==> src/rtl/prog_modn_counter_pkg.sv <==
// Shared definitions for the programmable modulo-N counter.
// Mode encoding and direction values used by the counter and its wrappers.
// Purely declarative; no logic lives here.
package prog_modn_counter_pkg;

   typedef enum logic [1:0] {
      MODE_UP     = 2'b00,
      MODE_DOWN   = 2'b01,
      MODE_BOUNCE = 2'b10,
      MODE_HOLD   = 2'b11
   } mode_e;

   localparam logic DIR_UP   = 1'b0;
   localparam logic DIR_DOWN = 1'b1;

endpackage

==> src/rtl/prog_modn_counter.sv <==
// Runtime-programmable modulo-N counter: up, down, bounce and hold modes.
// Latency: count/dir/wrap/mod_q update one clk edge after inputs; tc is combinational.
// Backpressure: none; en is a clock enable, and tc drives the next stage's en.
module prog_modn_counter
   import prog_modn_counter_pkg::*;
#(
   parameter int WIDTH     = 8,
   parameter int DEFAULT_N = 10
) (
   input  logic             clk,
   input  logic             reset,
   input  logic             en,
   input  logic             load,
   input  logic [WIDTH-1:0] load_val,
   input  logic             mod_we,
   input  logic [WIDTH-1:0] mod_in,
   input  logic [1:0]       mode,
   output logic [WIDTH-1:0] count,
   output logic             dir,
   output logic             tc,
   output logic             wrap,
   output logic [WIDTH-1:0] mod_q
);

   localparam logic [WIDTH-1:0] DEF_N = WIDTH'(DEFAULT_N);
   localparam logic [WIDTH-1:0] MIN_N = WIDTH'(2);
   localparam logic [WIDTH-1:0] ONE   = WIDTH'(1);
   localparam logic [WIDTH-1:0] ZERO  = '0;

   logic [WIDTH-1:0] count_nxt;
   logic             dir_nxt;
   logic             wrap_nxt;
   logic [WIDTH-1:0] mod_nxt;
   logic [WIDTH-1:0] n_new;     // requested modulus, clamped to at least 2
   logic [WIDTH-1:0] n_eff;     // modulus a same-cycle load is checked against
   logic [WIDTH-1:0] top;       // N-1, the last value of the cycle
   logic [WIDTH-1:0] top_m1;    // N-2, first value after bouncing off the top
   logic             term;      // this stage is at its terminal value for the mode

   // Next-state selection and the terminal-count output used for cascading.
   always_comb begin
      count_nxt = count;
      dir_nxt   = dir;
      wrap_nxt  = 1'b0;
      mod_nxt   = mod_q;
      n_new     = (mod_in < MIN_N) ? MIN_N : mod_in;
      n_eff     = mod_we ? n_new : mod_q;
      top       = mod_q - ONE;
      top_m1    = mod_q - MIN_N;
      term      = 1'b0;

      case (mode_e'(mode))
         MODE_UP:     term = (count == top);
         MODE_DOWN:   term = (count == ZERO);
         MODE_BOUNCE: term = (dir == DIR_UP) ? (count == top) : (count == ZERO);
         default:     term = 1'b0;
      endcase

      if (mod_we || load) begin
         // A modulus write restarts the cycle unless a load supplies the start value.
         if (mod_we) begin
            mod_nxt   = n_new;
            dir_nxt   = DIR_UP;
            count_nxt = ZERO;
         end
         if (load) begin
            count_nxt = (load_val >= n_eff) ? ZERO : load_val;
         end
      end else if (en) begin
         case (mode_e'(mode))
            MODE_UP: begin
               dir_nxt = DIR_UP;
               if (count >= top) begin
                  count_nxt = ZERO;
                  wrap_nxt  = (count == top);
               end else begin
                  count_nxt = count + ONE;
               end
            end
            MODE_DOWN: begin
               dir_nxt = DIR_DOWN;
               if (count == ZERO) begin
                  count_nxt = top;
                  wrap_nxt  = 1'b1;
               end else if (count > top) begin
                  count_nxt = top;
               end else begin
                  count_nxt = count - ONE;
               end
            end
            MODE_BOUNCE: begin
               if (dir == DIR_UP) begin
                  if (count == top) begin
                     count_nxt = top_m1;
                     dir_nxt   = DIR_DOWN;
                     wrap_nxt  = 1'b1;
                  end else if (count > top) begin
                     count_nxt = ZERO;
                  end else begin
                     count_nxt = count + ONE;
                  end
               end else begin
                  if (count == ZERO) begin
                     count_nxt = ONE;
                     dir_nxt   = DIR_UP;
                     wrap_nxt  = 1'b1;
                  end else if (count > top) begin
                     count_nxt = top;
                  end else begin
                     count_nxt = count - ONE;
                  end
               end
            end
            default: begin
               count_nxt = count;
               dir_nxt   = dir;
            end
         endcase
      end

      // Suppressed whenever this edge is not an ordinary enabled count step.
      tc = reset & en & ~load & ~mod_we & term;
   end

   // State registers with synchronous active-low reset.
   always_ff @(posedge clk) begin
      if (!reset) begin
         count <= ZERO;
         dir   <= DIR_UP;
         wrap  <= 1'b0;
         mod_q <= DEF_N;
      end else begin
         count <= count_nxt;
         dir   <= dir_nxt;
         wrap  <= wrap_nxt;
         mod_q <= mod_nxt;
      end
   end

endmodule

==> config.mk <==
export PLATFORM = sky130hd
export DESIGN_NAME = prog_modn_counter
export DESIGN_NICKNAME = d
export VERILOG_FILES = /design/src/rtl/prog_modn_counter_pkg.sv /design/src/rtl/prog_modn_counter.sv
export SDC_FILE = /design/constraint.sdc
export NUM_CORES = 1
export LEC_CHECK = 0
export ABC_AREA = 1
export CAP_MARGIN = 20
export CORE_MARGIN = 5
export CORE_UTILIZATION = 45
export DETAILED_ROUTE_END_ITERATION = 6
export DONT_BUFFER_PORTS = 1
export PLACE_DENSITY_LB_ADDON = 0.15
export RECOVER_POWER = 100
export SYNTH_ARGS = -nofsm -noshare
export SYNTH_HDL_FRONTEND = slang
export SYNTH_SLANG_ARGS = --single-unit
==> constraint.sdc <==
create_clock -name clk -period 3 [get_ports clk]
set_clock_uncertainty 0.05 [all_clocks]
set_input_delay 0.15 -clock clk [delete_from_list [all_inputs] [get_ports clk]]
set_output_delay 0.15 -clock clk [all_outputs]
set_load 0.01 [all_outputs]
; Yosys cells after proc, flatten, opt, wreduce, memory -nomap -nowiden
; Index checks and enable logic that the tools add are counted.
[totals]
reg_bits = 18
latch_bits = 0
ramBits = 0
rom_bits = 0
in_bits = 23
out_inout_bits = 19
wordCells = 61
memories = 0
[classes]
add_sub_neg = 4
mul = 0
n_div = 0
magnitude_cmp = 4
eq_ne = 5
n_shift = 0
mux = 28
bitwise_logic = 8
reduce_logical = 8
[ops]
columns = op, n
row1 = two-way mux 8 bit, 14
row2 = case mux 8 bit (3 select lines), 1
row3 = >= comparator 8 bit, 2
row4 = subtractor 8 x 1 -> 8 bit (second input constant), 2
row5 = two-way mux 1 bit, 10
row6 = case mux 1 bit (3 select lines), 3
row7 = adder 8 x 1 -> 8 bit (second input constant), 1
row8 = equality test 8 bit, 1
row9 = > comparator 8 bit, 1
row10 = zero test 8 bit, 1
row11 = less-than comparator 8 x 2 -> 1 bit (second input constant), 1
row12 = subtractor 8 x 2 -> 8 bit (second input constant), 1
row13 = AND reduction 3 bit, 2
row14 = AND 1 bit, 4
row15 = NOT 1 bit, 4
row16 = nonzero test 4 bit, 1
row17 = != test 3 bit (second input constant), 1
row18 = OR reduction 3 bit, 1
row19 = equality test 2 x 1 -> 1 bit (second input constant), 1
row20 = equality test 2 bit (second input constant), 1
row21 = zero test 2 bit, 1
row22 = != test 2 bit (second input constant), 1
row23 = nonzero test 2 bit, 1
row24 = logical OR 1 bit, 1

; Longest topological paths before layout
; Gate-level depths: netlist of run 1.
[depth]
word_depth = 8
depth_mapped = 22
mapped_depth_nobuf = 22

; Worst setup path after synthesis of run 1
; OpenSTA, ideal clock, no wires.
[synth_timing]
path_type = register to output
from = register mod_q[0]
to = output tc
arrival_time_ns = 2.507
t_required_ns = 2.800
slack_ns = 0.293
stages_incl_launch_ff = 15
path_buffers = 1
cell_sequence = dfxtp_1 clkbuf_1 inv_1 ha_1 nand2_1 xor2_2 ha_1 nand2_1 nor2_2 nand4_4 nand2_1 nand2_1 a21oi_1 nor3_1 nor4_1
[synth_between]
elab_chain_len = 5
[synth_rtl]
columns = element, line_no
row1 = start: declaration, prog_modn_counter.sv:22  ; output logic [WIDTH-1:0] mod_q
row2 = start signal: assignment, prog_modn_counter.sv:136  ; mod_q <= mod_nxt;
row3 = subtractor 8 x 1 -> 8 bit *, prog_modn_counter.sv:48  ; top = mod_q - ONE;
row4 = equality test 8 bit *, "prog_modn_counter.sv:53, prog_modn_counter.sv:55"
row5 = two-way mux 1 bit, prog_modn_counter.sv:55  ; MODE_BOUNCE: term = (dir == DIR_UP) ? (count == top) : (count == ZERO);
row6 = case mux 1 bit (3 select lines) *, prog_modn_counter.sv:52  ; case (mode_e'(mode))
row7 = AND 1 bit *, prog_modn_counter.sv:122  ; tc = reset & en & ~load & ~mod_we & term;
row8 = end: declaration, prog_modn_counter.sv:20  ; output logic tc,
; Mark *: on every way between the ends. The rest lies on a longest branch, timed or not.

; Worst setup path in the final report of run 1
[layout_timing]
from = register mod_q[2]
to = register count[0]
[layout_between]
elab_chain_len = 8
word_cells_on_any_way = 18
classes_between = add/sub: 1 / order compare: 3 / eq/ne: 1 / mux: 13
[layout_rtl]
columns = element, line_no
row1 = subtractor 8 x 1 -> 8 bit, prog_modn_counter.sv:48
row2 = > comparator 8 bit, "prog_modn_counter.sv:85, prog_modn_counter.sv:97, prog_modn_counter.sv:107"
row3 = "two-way mux 8 bit, on equally long branches", "prog_modn_counter.sv:97, prog_modn_counter.sv:85, prog_modn_counter.sv:107"
row4 = "two-way mux 8 bit, on equally long branches", "prog_modn_counter.sv:93, prog_modn_counter.sv:103"
row5 = two-way mux 8 bit, prog_modn_counter.sv:92  ; if (dir == DIR_UP) begin
row6 = case mux 8 bit (3 select lines), prog_modn_counter.sv:70  ; case (mode_e'(mode))
row7 = two-way mux 8 bit, prog_modn_counter.sv:69  ; end else if (en) begin
row8 = two-way mux 8 bit *, prog_modn_counter.sv:59  ; if (mod_we || load) begin
row9 = end signal: assignment, prog_modn_counter.sv:133  ; count <= count_nxt;
row10 = end: declaration, prog_modn_counter.sv:18  ; output logic [WIDTH-1:0] count,
; Mark *: on every way between the ends. The rest lies on a longest branch, timed or not. The select of a mux whose other input is x is not followed.
; A chain may end at the register's enable or synchronous reset.

==> impl_metrics.json, run 1 <==
{
  "synth_xor_area_share_pct": 5.37,
  "cp_data_required_time_ps": 3120,
  "gp_congestion": 0.986,
  "synthMuxAreaShare_pct": 0.886,
  "port_buffers": 0,
  "clock.fmax_mhz": 352,
  "insertedDiodeCount": 0,
  "routedWlPerCell_um": 16.0,
  "worstMarginPinSlew_ps": 433,
  "drt-initial-drc-count": 262,
  "fp.dieW_um": 80.9,
  "hp-class": "input port to register",
  "worst_path_max_delay_cell": "dfxtp_4",
  "clk_path_buf_depth": 2,
  "core_um2": 4790,
  "cellPowerDensity_nw_per_um2": 369,
  "r2r_slack_ps": 160,
  "cts_tree": "yes",
  "cts-htree-levels": 1,
  "p_leak_nw": 1.35,
  "synthFlopType": "dfxtp_1",
  "synth_cell_types": 33,
  "holdWs_ps": 25.5,
  "ys_warn_count": 0,
  "die_area_um2": 6540,
  "grt_pass1_wl_mm": 12.0,
  "min-delay-start": "mod_in[0]",
  "fin_crit_sh_pct": 94.7,
  "status": "completed",
  "die_h_um": 80.9,
  "worstPathMaxFanout": 8,
  "grt_pass1_vias": 2419,
  "crit_buf_inv": 4,
  "r2r-start": "mod_q[2]$_SDFFE_PN0N_",
  "drcViolationCount": 0,
  "total_power_uw": 968,
  "rr_endpoint": "count[0]$_SDFFE_PN0P_",
  "io_pins": 42,
  "initial_core_util_pct": 47.2,
  "cts_made_buffers": 3,
  "path_class": "register to register",
  "syn_area_um2": 2260,
  "arrival_ps": 2960,
  "grt.overflow.total": 0,
  "via_per_inst": 5.48,
  "firstDrtPassIters": 6,
  "path_depth": 20,
  "seq_power_share_pct": 29.8,
  "pwr-share-clk_pct": 21.8,
  "drive_gt1_share_pct": 15.7,
  "clock_sinks": 18,
  "clock_latency_ps": 260,
  "finalSetupViolations": 0,
  "max_stage_delay_ps": 370,
  "postRouteWirelength_mm": 7.39,
  "synth-seq-area-share_pct": 15.9,
  "syn_avg_cell_area_um2": 5.98,
  "ant_nets": 0,
  "r2r_cells": 20,
  "drv_slew": 0,
  "row_count": 25,
  "place_hpwl_mm": 5.74,
  "synth_top_family_by_area": "simple AND/OR/NAND/NOR gates",
  "nNetsFinal": 445,
  "synthAdderAreaFrac_pct": 13.8,
  "worstHoldPathCells": 2,
  "cp-start-kind": "register",
  "min_period_ps": 2840,
  "grtUsageTotal_pct": 23.7,
  "maxCapViolCount": 0,
  "synthArstFlopShare_pct": 0,
  "cpLargestDelayFamily": "simple AND/OR/NAND/NOR gates",
  "critPathLaunch": "mod_q[2]$_SDFFE_PN0N_",
  "grt_max_degree": 14,
  "path_cells": "inv_2 > ha_4 > nand4_1 > o21ai_1 > nand2_2 > ha_4 > nand2_2 > nor2_4 > nand4_4 > buf_6 > inv_2 > nor2_4 > nand2_2 > nand2_1 > a21oi_1 > nand3_1 > nand2_1 > nand3_1 > nand2_1 > inv_1",
  "hold_viol": 0,
  "cts.clk_slew.worst_paths_ps": 80,
  "via_count": 2535,
  "area_delta_synth_final_pct": 16.1,
  "syn_inst": 378,
  "endpoint_kind": "register",
  "antenna_found_initial": 0,
  "max-vdd-ir-drop_mv": 0.181,
  "p_comb_share_pct": 48.4,
  "nFillCells": 500,
  "hold_path_end": "mod_q[0]$_SDFFE_PN0N_",
  "cts-root-buf": "clkbuf_8",
  "slew_headroom_pct": 70.8,
  "ys_ff_latch": 18,
  "synth_compound_gate_area_share_pct": 13.2,
  "synthSimpleGateAreaFrac_pct": 39.3,
  "switchingPower_uw": 426,
  "syn-num-nets": 426,
  "swShare_pct": 44.1,
  "synth_edf_count": 0,
  "p_int_uw": 541
}
==> layer usage <==
layer | up-vias | global-route usage, % | routed length, um
li1 | 1278 | - | -
met1 | 1122 | 32.9 | 3360
met2 | 110 | 36.9 | 3270
met3 | 25 | 3.99 | 540
met4 | 0 | 8.28 | 216
met5 | - | 0 | 0
==> cells in the mapped netlist (all sizes together) (2+ instances only) <==
cell type | number | area, um2
a21oi | 23 | 115
xnor2 | 2 | 17.5
or2 | 3 | 18.8
xor2 | 11 | 104
nor3 | 3 | 31.3
mux2i | 2 | 20.0
ha | 25 | 313
nor2 | 31 | 124
clkbuf | 3 | 11.3
o21ai | 28 | 140
inv | 61 | 229
nand3 | 44 | 220
o211ai | 3 | 22.5
buf | 3 | 15.0
dfxtp | 18 | 360
nand2 | 101 | 397
nand4 | 9 | 71.3
nor4 | 3 | 18.8
==> per-stage QoR <==
| step | std cells | setup WS [ps] | cell area (um2) | util, % | TNS, ps |
|---|---|---|---|---|---|
| 6_report | 463 | 160 | 2620 | 54.8 | 0 |
| 5_1_grt | 463 | -25.4 | 2620 | 54.8 | -55.7 |
| 4_1_cts | 461 | 41.2 | 2520 | 52.8 | 0 |
| 3_5_place_dp | 452 | 103 | 2410 | 50.5 | 0 |
| 3_3_place_gp | 452 | 187 | 2410 | 50.5 | 0 |
| 2_1_floorplan | 378 | 293 | 2260 | - | 0 |
==> flip-flops by register name (all words and copies together), names as in the netlist <==
name and count:
wrap 1, count 8, mod_q 8, dir 1
==> cell usage in the layout, fill, tap and decap left out, types with 3 or more instances in the layout <==
| master | count |
|---|---|
| nor2_2 | 4 |
| nand2_1 | 92 |
| nand4_1 | 8 |
| inv_2 | 11 |
| nand2_2 | 7 |
| nor2_1 | 25 |
| ha_1 | 22 |
| ha_4 | 3 |
| a21oi_1 | 22 |
| clkbuf_8 | 4 |
| o21ai_0 | 22 |
| nand3_1 | 43 |
| o21ai_1 | 6 |
| buf_4 | 17 |
| o211ai_1 | 3 |
| nor4_1 | 3 |
| dfxtp_1 | 15 |
| inv_1 | 50 |
| xor2_1 | 9 |
==> how the worst max path moves through the flow <==
stage	slack, ps	endpoint
final	160	count[0]$_SDFFE_PN0P_
after global routing	-30	tc
after CTS	40	tc
after detailed placement	100	tc
after global placement	190	count[0]$_SDFFE_PN0P_
after floorplan	290	tc
==> power by group through the flow <==
stage | registers, mW | logic (mW) | clock network, mW
floorplan | 0.290 | 0.321 | 0
global placement | 0.293 | 0.428 | 0
detailed placement | 0.293 | 0.428 | 0
CTS | 0.288 | 0.440 | 0.213
global route | 0.292 | 0.529 | 0.227
finish | 0.289 | 0.468 | 0.211
==> what timing repair did <==
| action | CTS | global route |
|---|---|---|
| setup buffers | 4 | 2 |
| gates resized for setup | 6 | 22 |
| hold endpoints to repair | 4 | 0 |
| pin swaps | 5 | 11 |
| setup endpoints to repair | 1 | 9 |
| hold buffers | 2 | 0 |
==> cell type report <==
type | count | area (um2) | area share, %
timing repair buffer | 20 | 159 | 6.06
clock buffer | 4 | 55.1 | 2.10
inverter | 62 | 233 | 8.87
sequential | 18 | 367 | 14.0
multi-input combinational | 292 | 1730 | 65.8
tap | 67 | 83.8 | 3.20
==> cells by family (layout without fill, tap and decap cells) <==
family / count (synthesis) / in the layout
buffers and inverters: 68 / 86
XOR/XNOR: 13 / 13
flip-flops: 18 / 18
AO/OA/AOI/OAI: 57 / 57
AND/OR/NAND/NOR: 195 / 195
multiplexers: 2 / 2
adder cells (fa/ha/maj): 25 / 25
(Power assumes the default switching activity.)
==> run 2, diff against run 1 <==
--- a/config.mk
+++ b/config.mk
@@ -13,6 +13,8 @@
 export DONT_BUFFER_PORTS = 1
 export PLACE_DENSITY_LB_ADDON = 0.15
 export RECOVER_POWER = 100
+export SETUP_SLACK_MARGIN = 0.2
 export SYNTH_ARGS = -nofsm -noshare
 export SYNTH_HDL_FRONTEND = slang
 export SYNTH_SLANG_ARGS = --single-unit
+export TNS_END_PERCENT = 5
==> run 2 against run 1 <==
Net effect:
- sequential power about the same
- critical endpoint is now count[5]$_SDFFE_PN0P_
- count of clock-buffer cells in the layout unchanged
- hold slack improved by 5.0 ps
- register-to-register slack got worse by 50 ps
- total power increased by 3.7%
- first-iteration DRC count increased by 3.4%
- global-route usage increased by 0.20 points
- die area unchanged
- core utilization increased by 3.0 points
- clock power about the same
- cell count increased by 0.86%
- critical path type unchanged
- sequential share of layout area decreased by 0.51 points
==> impl_metrics.json, run 2 (synthesis results as in run 1) <==
{
  "status": "completed",
  "nFillCells": 477,
  "r2r_slack_ps": 110,
  "seq_area_um2": 373,
  "hold_viol": 0,
  "final_common_cell": "nand2_1",
  "path_class": "register to register",
  "dp_cells": 452,
  "grt.overflow.total": 0,
  "top_regs": "count x8, mod_q x8",
  "grt_setup_unrepaired": "yes",
  "worstPathMaxFanout": 8,
  "fp.dieW_um": 80.9,
  "drt-initial-drc-count": 271,
  "grtUsageTotal_pct": 23.9,
  "firstDrtPassIters": 5,
  "grt_max_degree": 14,
  "drcViolationCount": 0,
  "via_count": 2603,
  "worstMarginPinSlew_ps": 442,
  "seq_power_share_pct": 28.8,
  "via_per_inst": 5.57,
  "maxCapViolCount": 0,
  "gp_congestion": 0.986,
  "row_count": 25,
  "die_area_um2": 6540,
  "clock_sinks": 18,
  "grt_pass1_vias": 2442,
  "cts-root-buf": "clkbuf_8",
  "grt_pass1_wl_mm": 12.1,
  "cp-start-kind": "register",
  "cts_made_buffers": 3,
  "initial_core_util_pct": 47.2,
  "min_period_ps": 2890,
  "pwr-share-clk_pct": 20.9,
  "swShare_pct": 44.6,
  "clock.fmax_mhz": 346,
  "place_hpwl_mm": 5.74,
  "dp_slack_ps": 103,
  "clk_path_buf_depth": 2,
  "ant_nets": 0,
  "p_comb_share_pct": 50.3,
  "total_power_mw": 1.00,
  "finish.utilization_pct": 57.9,
  "area_delta_synth_final_pct": 22.5,
  "routedWlPerCell_um": 16.5,
  "p_int_uw": 556,
  "postRouteWirelength_mm": 7.71,
  "core_um2": 4790,
  "cp_data_required_time_ps": 3160,
  "drv_slew": 0,
  "cellPowerDensity_nw_per_um2": 363,
  "die_h_um": 80.9,
  "fin_crit_sh_pct": 96.5,
  "slew_headroom_pct": 70.2,
  "postPlaceCellArea_um2": 2410,
  "cts-htree-levels": 1,
  "design_area_um2": 2770,
  "multi_input_area_um2": 1830,
  "layoutNonFillerInstCount": 467,
  "port_buffers": 0,
  "finalWorstSetupSlack_ps": 106,
  "layout_common_cells": "nand2_1, inv_1, nand3_1",
  "nNetsFinal": 448,
  "p_leak_nw": 1.39,
  "endpoint_kind": "register",
  "arrival_ps": 3060,
  "finalSetupViolations": 0,
  "drive_gt1_share_pct": 20.3,
  "cts_tree": "yes",
  "antenna_found_initial": 1,
  "cts.clk_slew.worst_paths_ps": 80,
  "hp-class": "input port to register",
  "max-vdd-ir-drop_mv": 0.155,
  "clock_latency_ps": 260,
  "io_pins": 42,
  "switchingPower_uw": 448
}
==> run 2: final timing paths <==
kind                                              end  cells past startpoint             startpoint
worst min register to register  mod_q[5]$_SDFFE_PN0N_                      2  mod_q[5]$_SDFFE_PN0N_
worst min-delay path            mod_q[0]$_SDFFE_PN0N_                      2              mod_in[0]
worst max register to register  count[5]$_SDFFE_PN0P_                     21  mod_q[1]$_SDFFE_PN1N_
worst max-delay path            count[5]$_SDFFE_PN0P_                     21  mod_q[1]$_SDFFE_PN1N_
==> run 2: per-stage QoR <==
stage	hold WS, ps	setup TNS [ps]
floorplan	251	0
global placement	180	0
detailed placement	182	0
CTS	28.6	0
global route	54.6	-127
finish	30.5	0
==> run 2: final cells by class <==
cell class,instances,area share (%)
Multi-Input combinational cell,292,66.1
Clock buffer,4,1.99
Sequential cell,18,13.5
Tap cell,67,3.03
Antenna cell,1,0.0904
Inverter,62,8.68
Timing Repair Buffer,23,6.69
==> run 2: power by group through the flow <==
stage | Sequential, mW | Combinational, mW | Clock (mW)
after CTS | 0.287 | 0.451 | 0.213
after global placement | 0.293 | 0.428 | 0
after floorplan | 0.290 | 0.321 | 0
after detailed placement | 0.293 | 0.428 | 0
after global routing | 0.293 | 0.562 | 0.227
final | 0.289 | 0.505 | 0.210
==> run 2: critical path, stage by stage, from the launching register on <==
cell	delay (ps)
dfxtp_1	340
inv_2	60
buf_4	150
ha_4	170
nand2_1	70
xor2_1	270
ha_1	300
nand2_2	90
nor2_4	50
nand4_4	70
buf_4	120
buf_6	130
inv_6	50
nor2_4	220
nand2_1	130
o21ai_1	100
nand2_1	100
nand4_1	100
nand2_1	70
nand3_1	90
nand2_1	60
inv_1	40
==> run 2: metal layers <==
metal	vias up	part of all wire (%)	GRT usage, %
li1	1284	-	-
met4	0	3.9	8.78
met5	-	0	0
met1	1159	45	31.8
met2	126	44	38.3
met3	34	7.6	4.66
==> run 2: repair_timing <==
action,4_1_cts,5_1_grt
cloned,0,0
hold buffers,2,0
pin swaps,11,20
endpoints found under the setup margin,9,9
buffers inserted,7,1
hold endpoints to repair,4,0
resized for setup,21,37
